`config.mk`:
```
export PLATFORM = sky130hd
export DESIGN_NAME = vote_tally_reporter_flat
export DESIGN_NICKNAME = d
export VERILOG_FILES = /design/src/rtl/vote_tally_reporter_if.sv /design/src/rtl/vote_tally_reporter.sv /design/src/flat_wrapper.sv
export SDC_FILE = /design/constraint.sdc
export NUM_CORES = 1
export LEC_CHECK = 0
export BUFFER_PORTS_ARGS = -buffer_cell sky130_fd_sc_hd__buf_4
export CAP_MARGIN = 20
export CORE_UTILIZATION = 39
export DETAILED_ROUTE_END_ITERATION = 8
export RECOVER_POWER = 50
export SETUP_SLACK_MARGIN = 0.02
export SLEW_MARGIN = 20
export SYNTH_ARGS = -nofsm -noshare
export SYNTH_HDL_FRONTEND = slang
export SYNTH_SLANG_ARGS = --single-unit
export TNS_END_PERCENT = 30
```
`constraint.sdc`:
```
create_clock -name clock -period 4.5 [get_ports clock]
set_input_delay 0.675 -clock clock [delete_from_list [all_inputs] [get_ports clock]]
set_output_delay 0.675 -clock clock [all_outputs]
set_load 0.1 [all_outputs]
```
`src/rtl/vote_tally_reporter_if.sv`:
```
// Handshake and result bundle between a tally requester and vote_tally_reporter.
// The master drives start and the four counts; the slave returns status and results.
interface vote_tally_reporter_if #(
  parameter int CNT_W = 8
);
  logic             start;
  logic [CNT_W-1:0] cand1_count;
  logic [CNT_W-1:0] cand2_count;
  logic [CNT_W-1:0] cand3_count;
  logic [CNT_W-1:0] cand4_count;
  logic             busy;
  logic             done;
  logic             result_valid;
  logic [1:0]       winner_idx;
  logic [CNT_W-1:0] winner_count;
  logic [CNT_W+1:0] total_votes;
  logic             tie;
  logic             no_votes;

  modport master (
    output start, cand1_count, cand2_count, cand3_count, cand4_count,
    input  busy, done, result_valid, winner_idx, winner_count, total_votes, tie, no_votes
  );

  modport slave (
    input  start, cand1_count, cand2_count, cand3_count, cand4_count,
    output busy, done, result_valid, winner_idx, winner_count, total_votes, tie, no_votes
  );
endinterface

```
`src/rtl/vote_tally_reporter.sv`:
```
// Freezes four vote counts on start, scans them one per clock, and reports
// winner, winner count, total, tie and no-votes with a start/done handshake.
//
// state     | meaning
// ----------+-------------------------------------------------------
// ST_IDLE   | waiting for start; results from last tally held
// ST_SCAN   | accumulating snapshot entry idx (0..3), one per clock
// ST_FINISH | publishing results, pulsing done
module vote_tally_reporter #(
  parameter int CNT_W = 8
) (
  input logic                  clock,
  input logic                  reset,
  vote_tally_reporter_if.slave bus
);

  typedef enum logic [1:0] {
    ST_IDLE,
    ST_SCAN,
    ST_FINISH
  } state_t;

  state_t state_q, state_d;

  logic             snap_ld, scan_en, fin_en;
  logic [CNT_W-1:0] snap [4];
  logic [CNT_W-1:0] cur;
  logic [1:0]       idx;
  logic [CNT_W-1:0] best;
  logic [1:0]       best_idx;
  logic             tie_r;
  logic [CNT_W+1:0] total_acc;

  logic             busy_q, done_q, result_valid_q, tie_q, no_votes_q;
  logic [1:0]       winner_idx_q;
  logic [CNT_W-1:0] winner_count_q;
  logic [CNT_W+1:0] total_votes_q;

  assign cur = snap[idx];

  always_ff @(posedge clock or posedge reset) begin
    if (reset) state_q <= ST_IDLE;
    else       state_q <= state_d;
  end

  always_comb begin
    state_d = state_q;
    snap_ld = 1'b0;
    scan_en = 1'b0;
    fin_en  = 1'b0;
    case (state_q)
      ST_IDLE: begin
        if (bus.start) begin
          snap_ld = 1'b1;
          state_d = ST_SCAN;
        end
      end
      ST_SCAN: begin
        scan_en = 1'b1;
        if (idx == 2'd3) state_d = ST_FINISH;
      end
      ST_FINISH: begin
        fin_en  = 1'b1;
        state_d = ST_IDLE;
      end
      default: state_d = ST_IDLE;
    endcase
  end

  always_ff @(posedge clock or posedge reset) begin
    if (reset) begin
      snap[0]        <= '0;
      snap[1]        <= '0;
      snap[2]        <= '0;
      snap[3]        <= '0;
      idx            <= '0;
      best           <= '0;
      best_idx       <= '0;
      tie_r          <= 1'b0;
      total_acc      <= '0;
      busy_q         <= 1'b0;
      done_q         <= 1'b0;
      result_valid_q <= 1'b0;
      tie_q          <= 1'b0;
      no_votes_q     <= 1'b0;
      winner_idx_q   <= '0;
      winner_count_q <= '0;
      total_votes_q  <= '0;
    end else begin
      done_q <= 1'b0;
      if (snap_ld) begin
        snap[0]        <= bus.cand1_count;
        snap[1]        <= bus.cand2_count;
        snap[2]        <= bus.cand3_count;
        snap[3]        <= bus.cand4_count;
        idx            <= '0;
        best           <= '0;
        best_idx       <= '0;
        tie_r          <= 1'b0;
        total_acc      <= '0;
        busy_q         <= 1'b1;
        result_valid_q <= 1'b0;
      end else if (scan_en) begin
        total_acc <= total_acc + {2'b00, cur};
        idx       <= idx + 2'd1;
        if (idx == 2'd0) begin
          best     <= cur;
          best_idx <= 2'd0;
          tie_r    <= 1'b0;
        end else if (cur > best) begin
          best     <= cur;
          best_idx <= idx;
          tie_r    <= 1'b0;
        end else if (cur == best) begin
          // Keep the earlier index so the lowest candidate wins a tie.
          tie_r <= 1'b1;
        end
      end else if (fin_en) begin
        winner_idx_q   <= best_idx;
        winner_count_q <= best;
        total_votes_q  <= total_acc;
        tie_q          <= tie_r & (best != '0);
        no_votes_q     <= (total_acc == '0);
        done_q         <= 1'b1;
        result_valid_q <= 1'b1;
        busy_q         <= 1'b0;
      end
    end
  end

  assign bus.busy         = busy_q;
  assign bus.done         = done_q;
  assign bus.result_valid = result_valid_q;
  assign bus.winner_idx   = winner_idx_q;
  assign bus.winner_count = winner_count_q;
  assign bus.total_votes  = total_votes_q;
  assign bus.tie          = tie_q;
  assign bus.no_votes     = no_votes_q;

endmodule

```
`src/flat_wrapper.sv`:
```
// flat-port wrapper written by rule: the top's interface ports become plain ports
module vote_tally_reporter_flat 
#(
  parameter int CNT_W = 8
)
  (clock, reset, bus_start, bus_cand1_count, bus_cand2_count, bus_cand3_count, bus_cand4_count, bus_busy, bus_done, bus_result_valid, bus_winner_idx, bus_winner_count, bus_total_votes, bus_tie, bus_no_votes);
  vote_tally_reporter_if #(.CNT_W(CNT_W)) bus_i ();
  input logic clock;
  input logic reset;
  input wire logic [$bits(bus_i.start)-1:0] bus_start;
  input wire logic [$bits(bus_i.cand1_count)-1:0] bus_cand1_count;
  input wire logic [$bits(bus_i.cand2_count)-1:0] bus_cand2_count;
  input wire logic [$bits(bus_i.cand3_count)-1:0] bus_cand3_count;
  input wire logic [$bits(bus_i.cand4_count)-1:0] bus_cand4_count;
  output wire logic [$bits(bus_i.busy)-1:0] bus_busy;
  output wire logic [$bits(bus_i.done)-1:0] bus_done;
  output wire logic [$bits(bus_i.result_valid)-1:0] bus_result_valid;
  output wire logic [$bits(bus_i.winner_idx)-1:0] bus_winner_idx;
  output wire logic [$bits(bus_i.winner_count)-1:0] bus_winner_count;
  output wire logic [$bits(bus_i.total_votes)-1:0] bus_total_votes;
  output wire logic [$bits(bus_i.tie)-1:0] bus_tie;
  output wire logic [$bits(bus_i.no_votes)-1:0] bus_no_votes;
  assign bus_i.start = bus_start;
  assign bus_i.cand1_count = bus_cand1_count;
  assign bus_i.cand2_count = bus_cand2_count;
  assign bus_i.cand3_count = bus_cand3_count;
  assign bus_i.cand4_count = bus_cand4_count;
  assign bus_busy = bus_i.busy;
  assign bus_done = bus_i.done;
  assign bus_result_valid = bus_i.result_valid;
  assign bus_winner_idx = bus_i.winner_idx;
  assign bus_winner_count = bus_i.winner_count;
  assign bus_total_votes = bus_i.total_votes;
  assign bus_tie = bus_i.tie;
  assign bus_no_votes = bus_i.no_votes;
  vote_tally_reporter #(.CNT_W(CNT_W)) u_core (.clock(clock), .reset(reset), .bus(bus_i));
endmodule
```
==> results of run 1 <==
[synth_stat cells (4+ instances only)]
| cell | instances |
|---|---|
| sky130_fd_sc_hd__dfrtp_1 | 82 |
| sky130_fd_sc_hd__ha_1 | 18 |
| sky130_fd_sc_hd__a22o_1 | 4 |
| sky130_fd_sc_hd__nand2_1 | 161 |
| sky130_fd_sc_hd__o21ai_1 | 12 |
| sky130_fd_sc_hd__a21oi_1 | 8 |
| sky130_fd_sc_hd__nor2_1 | 9 |
| sky130_fd_sc_hd__mux4_2 | 8 |
| sky130_fd_sc_hd__o21ai_0 | 16 |
| sky130_fd_sc_hd__inv_1 | 17 |
| sky130_fd_sc_hd__mux2i_1 | 7 |
| sky130_fd_sc_hd__xor2_1 | 4 |
| sky130_fd_sc_hd__clkbuf_1 | 10 |
[per-layer routing]
metal | part of all wire | global-route usage
met4 | 0.029 | 0.08571
met1 | 0.48 | 0.2533
met3 | 0.039 | 0.03352
met5 | 0 | 0
met2 | 0.45 | 0.2741
[flip-flops by register name (all words and copies together) (netlist names)]
register and cells:
u_core.best_idx 2, u_core.snap 32, u_core.tie_r 1, u_core.bus.no_votes 1, u_core.bus.winner_idx 2, u_core.bus.done 1, u_core.bus.result_valid 1, u_core.idx 2
u_core.state_q 2, u_core.bus.winner_count 8, u_core.bus.tie 1, u_core.best 8, u_core.bus.total_votes 10, u_core.bus.busy 1, u_core.total_acc 10
[critical path: stages (launching register included)]
cell	delay [ps]
sky130_fd_sc_hd__dfrtp_1	750
sky130_fd_sc_hd__mux4_2	660
sky130_fd_sc_hd__ha_1	330
sky130_fd_sc_hd__nor2b_4	150
sky130_fd_sc_hd__o211ai_2	90
sky130_fd_sc_hd__a21oi_2	160
sky130_fd_sc_hd__o22ai_2	120
sky130_fd_sc_hd__a21oi_2	550
sky130_fd_sc_hd__mux2_4	350
[cell type report]
type,count,area share
clock inverters,5,0.006479
flip-flops and latches,82,0.4428
inverters,18,0.01485
repair buffers,63,0.1004
well taps,133,0.03591
multi-input cells,286,0.3691
clock buffers,11,0.03051
[cells by family (layout without fill, tap and decap cells)]
kind of cell,count (synthesis),in the layout,share of synthesized area
flops,82,82,0.5240
mux,16,16,0.06773
fa+ha+maj,19,19,0.06262
simple gates,190,190,0.2006
xor+xnor,5,5,0.01118
buf+inv,35,97,0.03930
compound gates,56,56,0.09457
[worst max-delay path by stage]
| stage | start | to | slack [ps] | cells after the start |
|---|---|---|---|---|
| 2_1_floorplan | reset | u_core.best[0] | 1720 | 1 |
| 3_3_place_gp | u_core.idx[0] | u_core.best[0] | 1330 | 8 |
| 3_5_place_dp | u_core.idx[0] | u_core.best[0] | 1200 | 8 |
| 4_1_cts | u_core.idx[0] | u_core.best[0] | 1190 | 8 |
| 5_1_grt | u_core.idx[0] | u_core.best[0] | 1050 | 8 |
| 6_report | u_core.idx[0] | u_core.best[0] | 1230 | 8 |
[per-stage QoR]
stage | hold slack [ps] | std cells | utilization | setup WS [ps] | area [sq um]
floorplan | 440.3 | 403 | - | 1717 | 3916
CTS | 424.0 | 598 | 0.4749 | 1193 | 4642
global route | 499.4 | 598 | 0.4741 | 1051 | 4634
global placement | 459.8 | 582 | 0.4574 | 1328 | 4471
finish | 476.9 | 598 | 0.4741 | 1230 | 4634
detailed placement | 460.4 | 582 | 0.4574 | 1202 | 4471
==> impl_metrics.prom, run 1 <==
# TYPE chip_impl_metric gauge
chip_impl_info{name="unrepaired_setup_endpoints_after_global_routing",value="no"} 1
chip_impl_metric{name="async_reset_ff_frac",unit=""} 1.000
chip_impl_metric{name="nets",unit=""} 514
chip_impl_metric{name="clock_path_buffers",unit=""} 2
chip_impl_metric{name="fp-row-count",unit=""} 36
chip_impl_info{name="failed_checks",value="capacitance limit, slew limit"} 1
chip_impl_info{name="reg2reg_start",value="u_core.idx[0]"} 1
chip_impl_metric{name="grt_pass1_vias",unit=""} 2916
chip_impl_metric{name="cts_setup_buffers",unit=""} 0
chip_impl_metric{name="postRouteWirelength",unit="um"} 8358
chip_impl_info{name="synth_top_cell_by_area",value="sky130_fd_sc_hd__dfrtp_1"} 1
chip_impl_info{name="crit_type",value="reg2reg"} 1
chip_impl_info{name="crit-reg2reg-capture",value="u_core.best[0]"} 1
chip_impl_metric{name="grt_pass1_wl",unit="um"} 14330
chip_impl_metric{name="timing.critical_path.required",unit="ps"} 4730
chip_impl_metric{name="final-setup-viol-count",unit=""} 0
chip_impl_metric{name="critical_path_data_arrival_time",unit="ps"} 3500
chip_impl_metric{name="timing.reg2reg.worst_path_depth",unit=""} 8
chip_impl_metric{name="number_of_cells_produced_by_synthesis",unit=""} 403
chip_impl_metric{name="floorplan.die.width",unit="um"} 102.2
chip_impl_metric{name="final_max_slew_viol_count",unit=""} 81
chip_impl_metric{name="worst_tran_pin_value",unit="ps"} 1741
chip_impl_metric{name="slew_headroom",unit=""} -0.1668
chip_impl_metric{name="clock_sink_count",unit=""} 82
chip_impl_info{name="startpoint_type",value="register"} 1
chip_impl_info{name="yosys-top-cells-area",value="sky130_fd_sc_hd__dfrtp_1, sky130_fd_sc_hd__nand2_1, sky130_fd_sc_hd__ha_1, sky130_fd_sc_hd__mux4_2, sky130_fd_sc_hd__o21ai_0"} 1
chip_impl_info{name="min_from",value="u_core.snap[7]"} 1
chip_impl_info{name="cts_root_buf",value="sky130_fd_sc_hd__clkbuf_8"} 1
chip_impl_info{name="min_to",value="u_core.snap[7]"} 1
chip_impl_metric{name="floorplan.initialDensity",unit=""} 0.4007
chip_impl_metric{name="post-synth-top-area-fraction",unit=""} 0.5240
chip_impl_metric{name="worst-r2r-setup-slack",unit="ps"} 1230
chip_impl_metric{name="multi_input_combinational_cell_area",unit="sq um"} 1710
chip_impl_metric{name="h_tree_depth",unit=""} 3
chip_impl_metric{name="remaining_drc_errors",unit=""} 0
chip_impl_metric{name="synth_cell_type_count",unit=""} 44
chip_impl_metric{name="grt_max_degree",unit=""} 43
chip_impl_metric{name="die_outline_area",unit="sq um"} 10450
chip_impl_metric{name="io_buffers",unit=""} 59
chip_impl_metric{name="synthesis.nets",unit=""} 457
chip_impl_metric{name="yosysSeqAreaShare",unit=""} 0.5240
chip_impl_metric{name="ctsResizeCount",unit=""} 0
chip_impl_metric{name="cap_viol_max_count",unit=""} 2
chip_impl_info{name="worst_hold_path_type",value="reg2reg"} 1
chip_impl_metric{name="sequential_cell_area",unit="sq um"} 2052
chip_impl_metric{name="grt_antenna_before_repair",unit=""} 0
chip_impl_metric{name="gpl_congestion",unit=""} 0.8913
chip_impl_metric{name="place.detailed.hpwl",unit="um"} 6201
chip_impl_metric{name="number_of_fillers_in_the_final_layout",unit=""} 988
chip_impl_metric{name="cts.clk_slew.worst_paths",unit="ps"} 80
chip_impl_metric{name="average_wire_length_per_cell_after_detail_routing",unit="um"} 13.98
chip_impl_metric{name="max_freq",unit="GHz"} 0.3058
chip_impl_metric{name="detail_route.vias_per_cell",unit=""} 4.853
chip_impl_metric{name="timing.hold.worst_path_depth",unit=""} 2
chip_impl_metric{name="post_synth_instance_area",unit="sq um"} 3916
chip_impl_info{name="tritoncts_clock_tree",value="yes"} 1
chip_impl_metric{name="drtPass1Iterations",unit=""} 4
chip_impl_metric{name="cts_buffers",unit=""} 9
chip_impl_metric{name="crit_path_max_fanout",unit=""} 13
chip_impl_info{name="outcome",value="finished, violations left"} 1
chip_impl_info{name="dominantRegCellSynth",value="sky130_fd_sc_hd__dfrtp_1"} 1
chip_impl_metric{name="synth-edff-count",unit=""} 0
chip_impl_metric{name="areaGrowthSynthToFinish",unit="%"} 18.34
chip_impl_metric{name="clock-skew-final",unit="ps"} 8.981
chip_impl_info{name="layout_commonest_cell",value="sky130_fd_sc_hd__nand2_1"} 1
chip_impl_metric{name="global_route.usage.total",unit=""} 0.1815
chip_impl_metric{name="period_needed",unit="ps"} 3270
chip_impl_metric{name="synth.avg_cell_area",unit="sq um"} 9.718
chip_impl_metric{name="coreArea",unit="sq um"} 9774
chip_impl_info{name="timing.critical_path.to_type",value="register"} 1
chip_impl_metric{name="yosysWarnings",unit=""} 0
chip_impl_metric{name="ff_latch_count_synth",unit=""} 82
chip_impl_metric{name="hold_buffers",unit=""} 0
chip_impl_metric{name="timing.final.hold_violations",unit=""} 0
chip_impl_metric{name="min_period_over_period",unit=""} 0.7267
chip_impl_metric{name="worstSkewPairLatency",unit="ps"} 350
chip_impl_metric{name="fin_tns_setup",unit="ps"} 0
chip_impl_metric{name="overflow",unit=""} 0
chip_impl_metric{name="drive_gt1_frac",unit=""} 0.2022
chip_impl_metric{name="drtAntennaViolNets",unit=""} 0
chip_impl_info{name="most_used_cells_in_the_layout_excluding_fill_and_tap_cells",value="sky130_fd_sc_hd__nand2_1, sky130_fd_sc_hd__dfrtp_1, sky130_fd_sc_hd__buf_4, sky130_fd_sc_hd__ha_1"} 1
chip_impl_metric{name="vias",unit=""} 2902
chip_impl_metric{name="floorplan.die.height",unit="um"} 102.2
chip_impl_metric{name="number_of_antenna_repair_diodes",unit=""} 0
chip_impl_metric{name="pin_count",unit=""} 60
chip_impl_metric{name="dr.first_iter.drc_count",unit=""} 125
Power of run 1 is not shown: default switching activity piles up to over one toggle a cycle in this logic, so the estimate is an artifact.
==> inputs of run 2 (changes only) <==
--- a/config.mk
+++ b/config.mk
@@ -5,6 +5,7 @@
 export SDC_FILE = /design/constraint.sdc
 export NUM_CORES = 1
 export LEC_CHECK = 0
+export ABC_AREA = 1
 export BUFFER_PORTS_ARGS = -buffer_cell sky130_fd_sc_hd__buf_4
 export CAP_MARGIN = 20
 export CORE_UTILIZATION = 39
==> constraint.sdc (replaced) <==
create_clock -name clock -period 3 [get_ports clock]
set_input_delay 0.45 -clock clock [delete_from_list [all_inputs] [get_ports clock]]
set_output_delay 0.45 -clock clock [all_outputs]
set_load 0.1 [all_outputs]
==> impl_metrics.prom, run 2 <==
# TYPE chip_impl_metric gauge
chip_impl_metric{name="timing.reg2reg.worst_path_depth",unit=""} 16
chip_impl_metric{name="global_route_track_usage_on_met3",unit=""} 0.02620
chip_impl_info{name="crit_start",value="u_core.idx[0]"} 1
chip_impl_metric{name="layout.core_utilization",unit=""} 0.4653
chip_impl_metric{name="nets",unit=""} 604
chip_impl_info{name="endpoint",value="u_core.best[5]"} 1
chip_impl_metric{name="worst-r2r-setup-slack",unit="ps"} 310
chip_impl_metric{name="worst_slack",unit="ps"} 305.7
chip_impl_metric{name="clock_sink_count",unit=""} 82
chip_impl_metric{name="h_tree_depth",unit=""} 3
chip_impl_metric{name="grt_pass1_wl",unit="um"} 15950
chip_impl_metric{name="drtPass1Iterations",unit=""} 5
chip_impl_info{name="worst_hold_path_type",value="in2reg"} 1
chip_impl_info{name="regMostFlops",value="u_core.snap"} 1
chip_impl_metric{name="fin_tns_setup",unit="ps"} 0
chip_impl_metric{name="gpl_congestion",unit=""} 0.8246
chip_impl_info{name="tritoncts_clock_tree",value="yes"} 1
chip_impl_metric{name="synth.avg_cell_area",unit="sq um"} 8.252
chip_impl_metric{name="cts_setup_buffers",unit=""} 0
chip_impl_info{name="startpoint_type",value="register"} 1
chip_impl_metric{name="slew_headroom",unit=""} -0.1312
chip_impl_metric{name="number_of_antenna_repair_diodes",unit=""} 0
chip_impl_metric{name="ff_latch_count_synth",unit=""} 82
chip_impl_metric{name="areaGrowthSynthToFinish",unit="%"} 16.60
chip_impl_info{name="failed_checks",value="capacitance limit, slew limit"} 1
chip_impl_metric{name="vias",unit=""} 3332
chip_impl_info{name="timing.critical_path.to_type",value="register"} 1
chip_impl_metric{name="floorplan.die.width",unit="um"} 104.6
chip_impl_metric{name="period_needed",unit="ps"} 2694
chip_impl_metric{name="average_wire_length_per_cell_after_detail_routing",unit="um"} 13.30
chip_impl_info{name="globalRoute.busiestLayer",value="met2"} 1
chip_impl_metric{name="cts_buffers",unit=""} 9
chip_impl_metric{name="synth-edff-count",unit=""} 0
chip_impl_metric{name="final_max_slew_viol_count",unit=""} 41
chip_impl_metric{name="critical_path_data_arrival_time",unit="ps"} 2940
chip_impl_info{name="crit_path_frequent_cell",value="sky130_fd_sc_hd__nand2_1"} 1
chip_impl_info{name="dominantRegCellSynth",value="sky130_fd_sc_hd__dfrtp_1"} 1
chip_impl_metric{name="drtAntennaViolNets",unit=""} 0
chip_impl_metric{name="post_synth_instance_area",unit="sq um"} 4101
chip_impl_info{name="synth_top_cell_by_area",value="sky130_fd_sc_hd__dfrtp_1"} 1
chip_impl_metric{name="timing.final.hold_violations",unit=""} 0
chip_impl_info{name="crit-reg2reg-capture",value="u_core.best[5]"} 1
chip_impl_info{name="synth.most_common_cell",value="sky130_fd_sc_hd__nand2_1"} 1
chip_impl_metric{name="clock_path_buffers",unit=""} 2
chip_impl_metric{name="synthesis.nets",unit=""} 551
chip_impl_metric{name="cap_viol_max_count",unit=""} 1
chip_impl_metric{name="dp_worst_setup_slack",unit="ps"} 227.0
chip_impl_metric{name="postRouteWirelength",unit="um"} 9188
chip_impl_metric{name="min_period_over_period",unit=""} 0.8981
chip_impl_info{name="most_used_cells_in_the_layout_excluding_fill_and_tap_cells",value="sky130_fd_sc_hd__nand2_1, sky130_fd_sc_hd__dfrtp_1, sky130_fd_sc_hd__buf_4, sky130_fd_sc_hd__inv_1, sky130_fd_sc_hd__o21ai_0"} 1
chip_impl_info{name="cpMaxStageDelayCell",value="sky130_fd_sc_hd__dfrtp_1"} 1
chip_impl_info{name="cts_root_buf",value="sky130_fd_sc_hd__clkbuf_8"} 1
chip_impl_metric{name="floorplan.die.height",unit="um"} 104.6
chip_impl_metric{name="dr.first_iter.drc_count",unit=""} 168
chip_impl_metric{name="detail_route.vias_per_cell",unit=""} 4.822
chip_impl_metric{name="max_freq",unit="GHz"} 0.3712
chip_impl_metric{name="cts.clk_slew.worst_paths",unit="ps"} 90
chip_impl_info{name="yosys-top-cells-area",value="sky130_fd_sc_hd__dfrtp_1, sky130_fd_sc_hd__nand2_1, sky130_fd_sc_hd__ha_1, sky130_fd_sc_hd__inv_1, sky130_fd_sc_hd__o21ai_0"} 1
chip_impl_metric{name="place.detailed.hpwl",unit="um"} 6851
chip_impl_metric{name="number_of_cells_produced_by_synthesis",unit=""} 497
chip_impl_metric{name="groute.layer.met2.usage",unit=""} 0.2720
chip_impl_metric{name="synth_cell_type_count",unit=""} 32
chip_impl_info{name="layout_commonest_cell",value="sky130_fd_sc_hd__nand2_1"} 1
chip_impl_info{name="path_cells",value="inv_4, nand2_1, o211ai_1, nand2_1, ha_1, nand2_1, inv_1, nand2_1, nand2_1, nand2_1, nand2_1, nand2_1, nand2_1, nand2_2, nand2_1, nand2_1"} 1
chip_impl_info{name="netlist_top_cells_count",value="sky130_fd_sc_hd__nand2_1, sky130_fd_sc_hd__dfrtp_1, sky130_fd_sc_hd__inv_1"} 1
chip_impl_metric{name="async_reset_ff_frac",unit=""} 1.000
chip_impl_metric{name="grt_max_degree",unit=""} 44
chip_impl_metric{name="yosysWarnings",unit=""} 0
chip_impl_metric{name="post-synth-top-area-fraction",unit=""} 0.5003
chip_impl_metric{name="worstSkewPairLatency",unit="ps"} 360
chip_impl_metric{name="grt_pass1_vias",unit=""} 3317
chip_impl_metric{name="crit_path_max_incr_delay",unit="ps"} 480
chip_impl_metric{name="fp-row-count",unit=""} 37
chip_impl_metric{name="die_outline_area",unit="sq um"} 10930
chip_impl_info{name="unrepaired_setup_endpoints_after_global_routing",value="no"} 1
chip_impl_metric{name="timing.critical_path.required",unit="ps"} 3250
chip_impl_metric{name="floorplan.initialDensity",unit=""} 0.3991
chip_impl_info{name="crit_type",value="reg2reg"} 1
chip_impl_metric{name="worst_tran_pin_value",unit="ps"} 1688
chip_impl_metric{name="coreArea",unit="sq um"} 10280
chip_impl_metric{name="grt_use_met1",unit=""} 0.2694
chip_impl_metric{name="largest_register_ffs",unit=""} 32
chip_impl_metric{name="final-setup-viol-count",unit=""} 0
chip_impl_metric{name="grt_antenna_before_repair",unit=""} 0
chip_impl_info{name="outcome",value="finished, violations left"} 1
chip_impl_metric{name="global_route.usage.total",unit=""} 0.1824
chip_impl_metric{name="yosysSeqAreaShare",unit=""} 0.5003
chip_impl_metric{name="io_buffers",unit=""} 59
chip_impl_metric{name="clock-skew-final",unit="ps"} 10.65
chip_impl_metric{name="pin_count",unit=""} 60
chip_impl_metric{name="overflow",unit=""} 0
chip_impl_metric{name="crit_path_max_fanout",unit=""} 29
chip_impl_metric{name="remaining_drc_errors",unit=""} 0
chip_impl_metric{name="hold_buffers",unit=""} 0
chip_impl_metric{name="drive_gt1_frac",unit=""} 0.1568
chip_impl_info{name="reg2reg_start",value="u_core.idx[0]"} 1
-- run 2: cell types whose count changed in the layout (fill, tap and decap cells not counted), moves of 5 or more --
cell,previous run,this run
sky130_fd_sc_hd__mux2i_1,7,0
sky130_fd_sc_hd__mux4_2,8,0
sky130_fd_sc_hd__o22ai_1,0,5
sky130_fd_sc_hd__inv_1,17,51
sky130_fd_sc_hd__nor2_1,9,17
sky130_fd_sc_hd__buf_4,60,54
sky130_fd_sc_hd__nand2_1,161,182
sky130_fd_sc_hd__o21ai_0,17,33
sky130_fd_sc_hd__nand3_1,2,23
sky130_fd_sc_hd__a21oi_1,8,22
-- run 2: cell families after synthesis --
| group | share of synthesized area |
|---|---|
| AND/OR/NAND/NOR | 0.2325 |
| AO/OA/AOI/OAI | 0.1214 |
| flip-flops | 0.5003 |
| buffers and inverters | 0.08603 |
| adder cells (fa/ha/maj) | 0.05979 |
-- run 2: routing by layer --
layer / vias to the layer above / wire (um)
li1: 1702 / -
met1: 1543 / 4766
met2: 72 / 3968
met3: 15 / 298
met4: 0 / 155
met5: - / 0
-- run 2: layout make-up --
| type | instances | area [sq um] |
|---|---|---|
| fillers | 1069 | 5495 |
| flip-flops and latches | 82 | 2052 |
| multi-input cells | 340 | 1689 |
| repair buffers | 61 | 436.7 |
| inverters | 56 | 216.5 |
| well taps | 136 | 170.2 |
| clock buffers | 10 | 127.6 |
| clock inverters | 6 | 90.09 |
-- run 2: through the flow --
stage / area, sq um / hold slack [ps] / std cells
2_1_floorplan: 4101 / 441.7 / 497
3_3_place_gp: 4603 / 454.9 / 675
3_5_place_dp: 4603 / 459.6 / 675
4_1_cts: 4821 / 201.9 / 691
5_1_grt: 4782 / 287.3 / 691
6_report: 4782 / 289.6 / 691
-- run 2: worst min path at each step --
stage | start | endpoint | cells past startpoint
finish | bus_cand4_count[0] | u_core.snap[0] | 3
global route | bus_cand2_count[0] | u_core.snap[16] | 3
CTS | reset | u_core.snap[24] | 2
detailed placement | u_core.snap[2] | u_core.snap[2] | 2
global placement | u_core.snap[2] | u_core.snap[2] | 2
floorplan | u_core.snap[1] | u_core.snap[1] | 2
-- run 2: timing repair --
action | 4_1_cts | 5_1_grt
endpoints found under the setup margin | 0 | 11
gates resized for setup | 0 | 2
hold endpoints to repair | 0 | 0
-- run 2: worst max-delay path, delay by kind of cell, from the launching register on --
| family | cells | cell delay, ps |
|---|---|---|
| DFF | 1 | 480 |
| and+or+nand+nor | 12 | 1280 |
| AOI/OAI and AO/OA | 1 | 140 |
| buffers and inverters | 2 | 360 |
| adders and majority gates | 1 | 340 |
Power of run 2 is left out for the same reason.
==> inputs of run 3 (changes only) <==
--- a/config.mk
+++ b/config.mk
@@ -5,7 +5,6 @@
 export SDC_FILE = /design/constraint.sdc
 export NUM_CORES = 1
 export LEC_CHECK = 0
-export ABC_AREA = 1
 export BUFFER_PORTS_ARGS = -buffer_cell sky130_fd_sc_hd__buf_4
 export CAP_MARGIN = 20
 export CORE_UTILIZATION = 39
==> impl_metrics.prom, run 3 (synthesis results as in run 1) <==
# TYPE chip_impl_metric gauge
chip_impl_metric{name="timing.critical_path.required",unit="ps"} 3270
chip_impl_metric{name="h_tree_depth",unit=""} 3
chip_impl_metric{name="clock-skew-final",unit="ps"} 9.638
chip_impl_metric{name="cts_setup_buffers",unit=""} 0
chip_impl_metric{name="final_max_slew_viol_count",unit=""} 43
chip_impl_metric{name="drtPass1Iterations",unit=""} 4
chip_impl_info{name="startpoint_type",value="register"} 1
chip_impl_info{name="most_used_cells_in_the_layout_excluding_fill_and_tap_cells",value="sky130_fd_sc_hd__nand2_1, sky130_fd_sc_hd__dfrtp_1, sky130_fd_sc_hd__buf_4, sky130_fd_sc_hd__ha_1"} 1
chip_impl_metric{name="floorplan.die.width",unit="um"} 102.2
chip_impl_metric{name="final-setup-viol-count",unit=""} 0
chip_impl_metric{name="cap_viol_max_count",unit=""} 1
chip_impl_info{name="worst_hold_path_type",value="in2reg"} 1
chip_impl_metric{name="min_period_over_period",unit=""} 0.8871
chip_impl_metric{name="timing.final.hold_violations",unit=""} 0
chip_impl_metric{name="timing.reg2reg.worst_path_depth",unit=""} 10
chip_impl_metric{name="timing.hold.worst_path_depth",unit=""} 3
chip_impl_info{name="crit_type",value="reg2reg"} 1
chip_impl_metric{name="grt_max_degree",unit=""} 43
chip_impl_metric{name="detail_route.vias_per_cell",unit=""} 4.769
chip_impl_metric{name="floorplan.initialDensity",unit=""} 0.4007
chip_impl_metric{name="remaining_drc_errors",unit=""} 0
chip_impl_metric{name="overflow",unit=""} 0
chip_impl_metric{name="clock_sink_count",unit=""} 82
chip_impl_metric{name="crit_path_max_incr_delay",unit="ps"} 650
chip_impl_info{name="tritoncts_clock_tree",value="yes"} 1
chip_impl_metric{name="grt_antenna_before_repair",unit=""} 0
chip_impl_info{name="crit-reg2reg-capture",value="u_core.total_acc[8]"} 1
chip_impl_info{name="timing.critical_path.to_type",value="register"} 1
chip_impl_metric{name="nets",unit=""} 518
chip_impl_metric{name="coreArea",unit="sq um"} 9774
chip_impl_metric{name="cts.clk_slew.worst_paths",unit="ps"} 80
chip_impl_metric{name="worst_tran_pin_value",unit="ps"} 1818
chip_impl_metric{name="gpl_congestion",unit=""} 0.8346
chip_impl_metric{name="drive_gt1_frac",unit=""} 0.2115
chip_impl_metric{name="clock_path_buffers",unit=""} 2
chip_impl_metric{name="finalHoldWorstSlack",unit="ps"} 288.4
chip_impl_metric{name="largest_register_ffs",unit=""} 32
chip_impl_metric{name="hold_buffers",unit=""} 0
chip_impl_metric{name="die_outline_area",unit="sq um"} 10450
chip_impl_metric{name="grt_pass1_vias",unit=""} 2782
chip_impl_info{name="regMostFlops",value="u_core.snap"} 1
chip_impl_info{name="outcome",value="finished, violations left"} 1
chip_impl_metric{name="global_route.usage.total",unit=""} 0.1719
chip_impl_metric{name="worst-r2r-setup-slack",unit="ps"} 340
chip_impl_info{name="min_to",value="u_core.snap[3]"} 1
chip_impl_info{name="path_cells",value="mux4_2, ha_1, inv_1, fa_1, nor2b_1, o21ai_1, nand2_1, a211oi_1, o32a_1, o211ai_1"} 1
chip_impl_metric{name="dr.first_iter.drc_count",unit=""} 118
chip_impl_info{name="min_from",value="bus_cand4_count[3]"} 1
chip_impl_metric{name="max_freq",unit="GHz"} 0.3758
chip_impl_metric{name="areaGrowthSynthToFinish",unit="%"} 19.39
chip_impl_metric{name="period_needed",unit="ps"} 2661
chip_impl_metric{name="drtAntennaViolNets",unit=""} 0
chip_impl_metric{name="fin_tns_setup",unit="ps"} 0
chip_impl_metric{name="crit_path_max_fanout",unit=""} 12
chip_impl_info{name="reg2reg_start",value="u_core.idx[1]"} 1
chip_impl_metric{name="worstSkewPairLatency",unit="ps"} 340
chip_impl_metric{name="io_buffers",unit=""} 59
chip_impl_metric{name="cts_buffers",unit=""} 9
chip_impl_metric{name="average_wire_length_per_cell_after_detail_routing",unit="um"} 13.28
chip_impl_info{name="cpMaxStageDelayCell",value="sky130_fd_sc_hd__dfrtp_1"} 1
chip_impl_metric{name="slew_headroom",unit=""} -0.2188
chip_impl_metric{name="floorplan.die.height",unit="um"} 102.2
chip_impl_info{name="failed_checks",value="capacitance limit, slew limit"} 1
chip_impl_info{name="layout_commonest_cell",value="sky130_fd_sc_hd__nand2_1"} 1
chip_impl_metric{name="critical_path_data_arrival_time",unit="ps"} 2930
chip_impl_metric{name="vias",unit=""} 2866
chip_impl_metric{name="fp-row-count",unit=""} 36
chip_impl_metric{name="postRouteWirelength",unit="um"} 7980
chip_impl_metric{name="grt_pass1_wl",unit="um"} 13610
chip_impl_info{name="cts_root_buf",value="sky130_fd_sc_hd__clkbuf_8"} 1
chip_impl_metric{name="number_of_antenna_repair_diodes",unit=""} 0
chip_impl_info{name="unrepaired_setup_endpoints_after_global_routing",value="no"} 1
chip_impl_metric{name="ctsResizeCount",unit=""} 0
chip_impl_metric{name="pin_count",unit=""} 60
chip_impl_metric{name="place.detailed.hpwl",unit="um"} 5956
[run 3: cell types whose count changed in the layout (fill, tap and decap cells not counted), sizes merged, moves of 10 or more]
| cell | before | now |
|---|---|---|
| a21oi | 22 | 10 |
| buf | 54 | 64 |
| inv | 56 | 17 |
| nand2 | 184 | 161 |
| nand3 | 23 | 2 |
| nor2 | 20 | 9 |
| o21ai | 48 | 28 |
[run 3: layout make-up]
cell class | instances | area [sq um]
fill | 943 | 5099
clock inverter | 5 | 55.05
multi-input combinational | 286 | 1699
tap | 133 | 166.4
clock buffer | 10 | 137.6
timing repair buffer | 67 | 496.7
sequential | 82 | 2052
inverter | 18 | 68.82
[run 3: worst max-delay path by stage]
stage / depth (start not counted) / startpoint / to / slack [ps]
after floorplan: 9 / u_core.idx[0] / u_core.best[0] / 410
after global placement: 10 / u_core.idx[0] / u_core.best[7] / 460
after CTS: 10 / u_core.idx[1] / u_core.total_acc[8] / 350
after detailed placement: 10 / u_core.idx[1] / u_core.total_acc[8] / 370
final: 10 / u_core.idx[1] / u_core.total_acc[8] / 340
after global routing: 10 / u_core.idx[0] / u_core.best[1] / 200
[run 3: per-layer routing]
layer | part of all wire | GRT usage | wire length (um)
met5 | 0 | 0 | 0
met1 | 0.49 | 0.2456 | 3933
met2 | 0.45 | 0.2654 | 3617
met3 | 0.040 | 0.02326 | 320
met4 | 0.014 | 0.06923 | 108
[run 3: worst max-delay path: cells and delay by family, from the launching register on]
family	cells	cell delay, ps
multiplexers	1	320
buffers and inverters	1	80
AND/OR/NAND/NOR	2	260
adder cells (fa/ha/maj)	2	620
flip-flops	1	650
AO/OA/AOI/OAI	4	650
[run 3: metrics by stage]
stage	util	cell area, sq um	worst slack, ps	std cells
2_1_floorplan	-	3916	410.5	403
4_1_cts	0.4814	4706	350.0	601
6_report	0.4784	4676	338.7	601
5_1_grt	0.4784	4676	196.6	601
3_3_place_gp	0.4617	4513	462.3	586
3_5_place_dp	0.4617	4513	370.9	586
Power of run 3 is left out for the same reason.
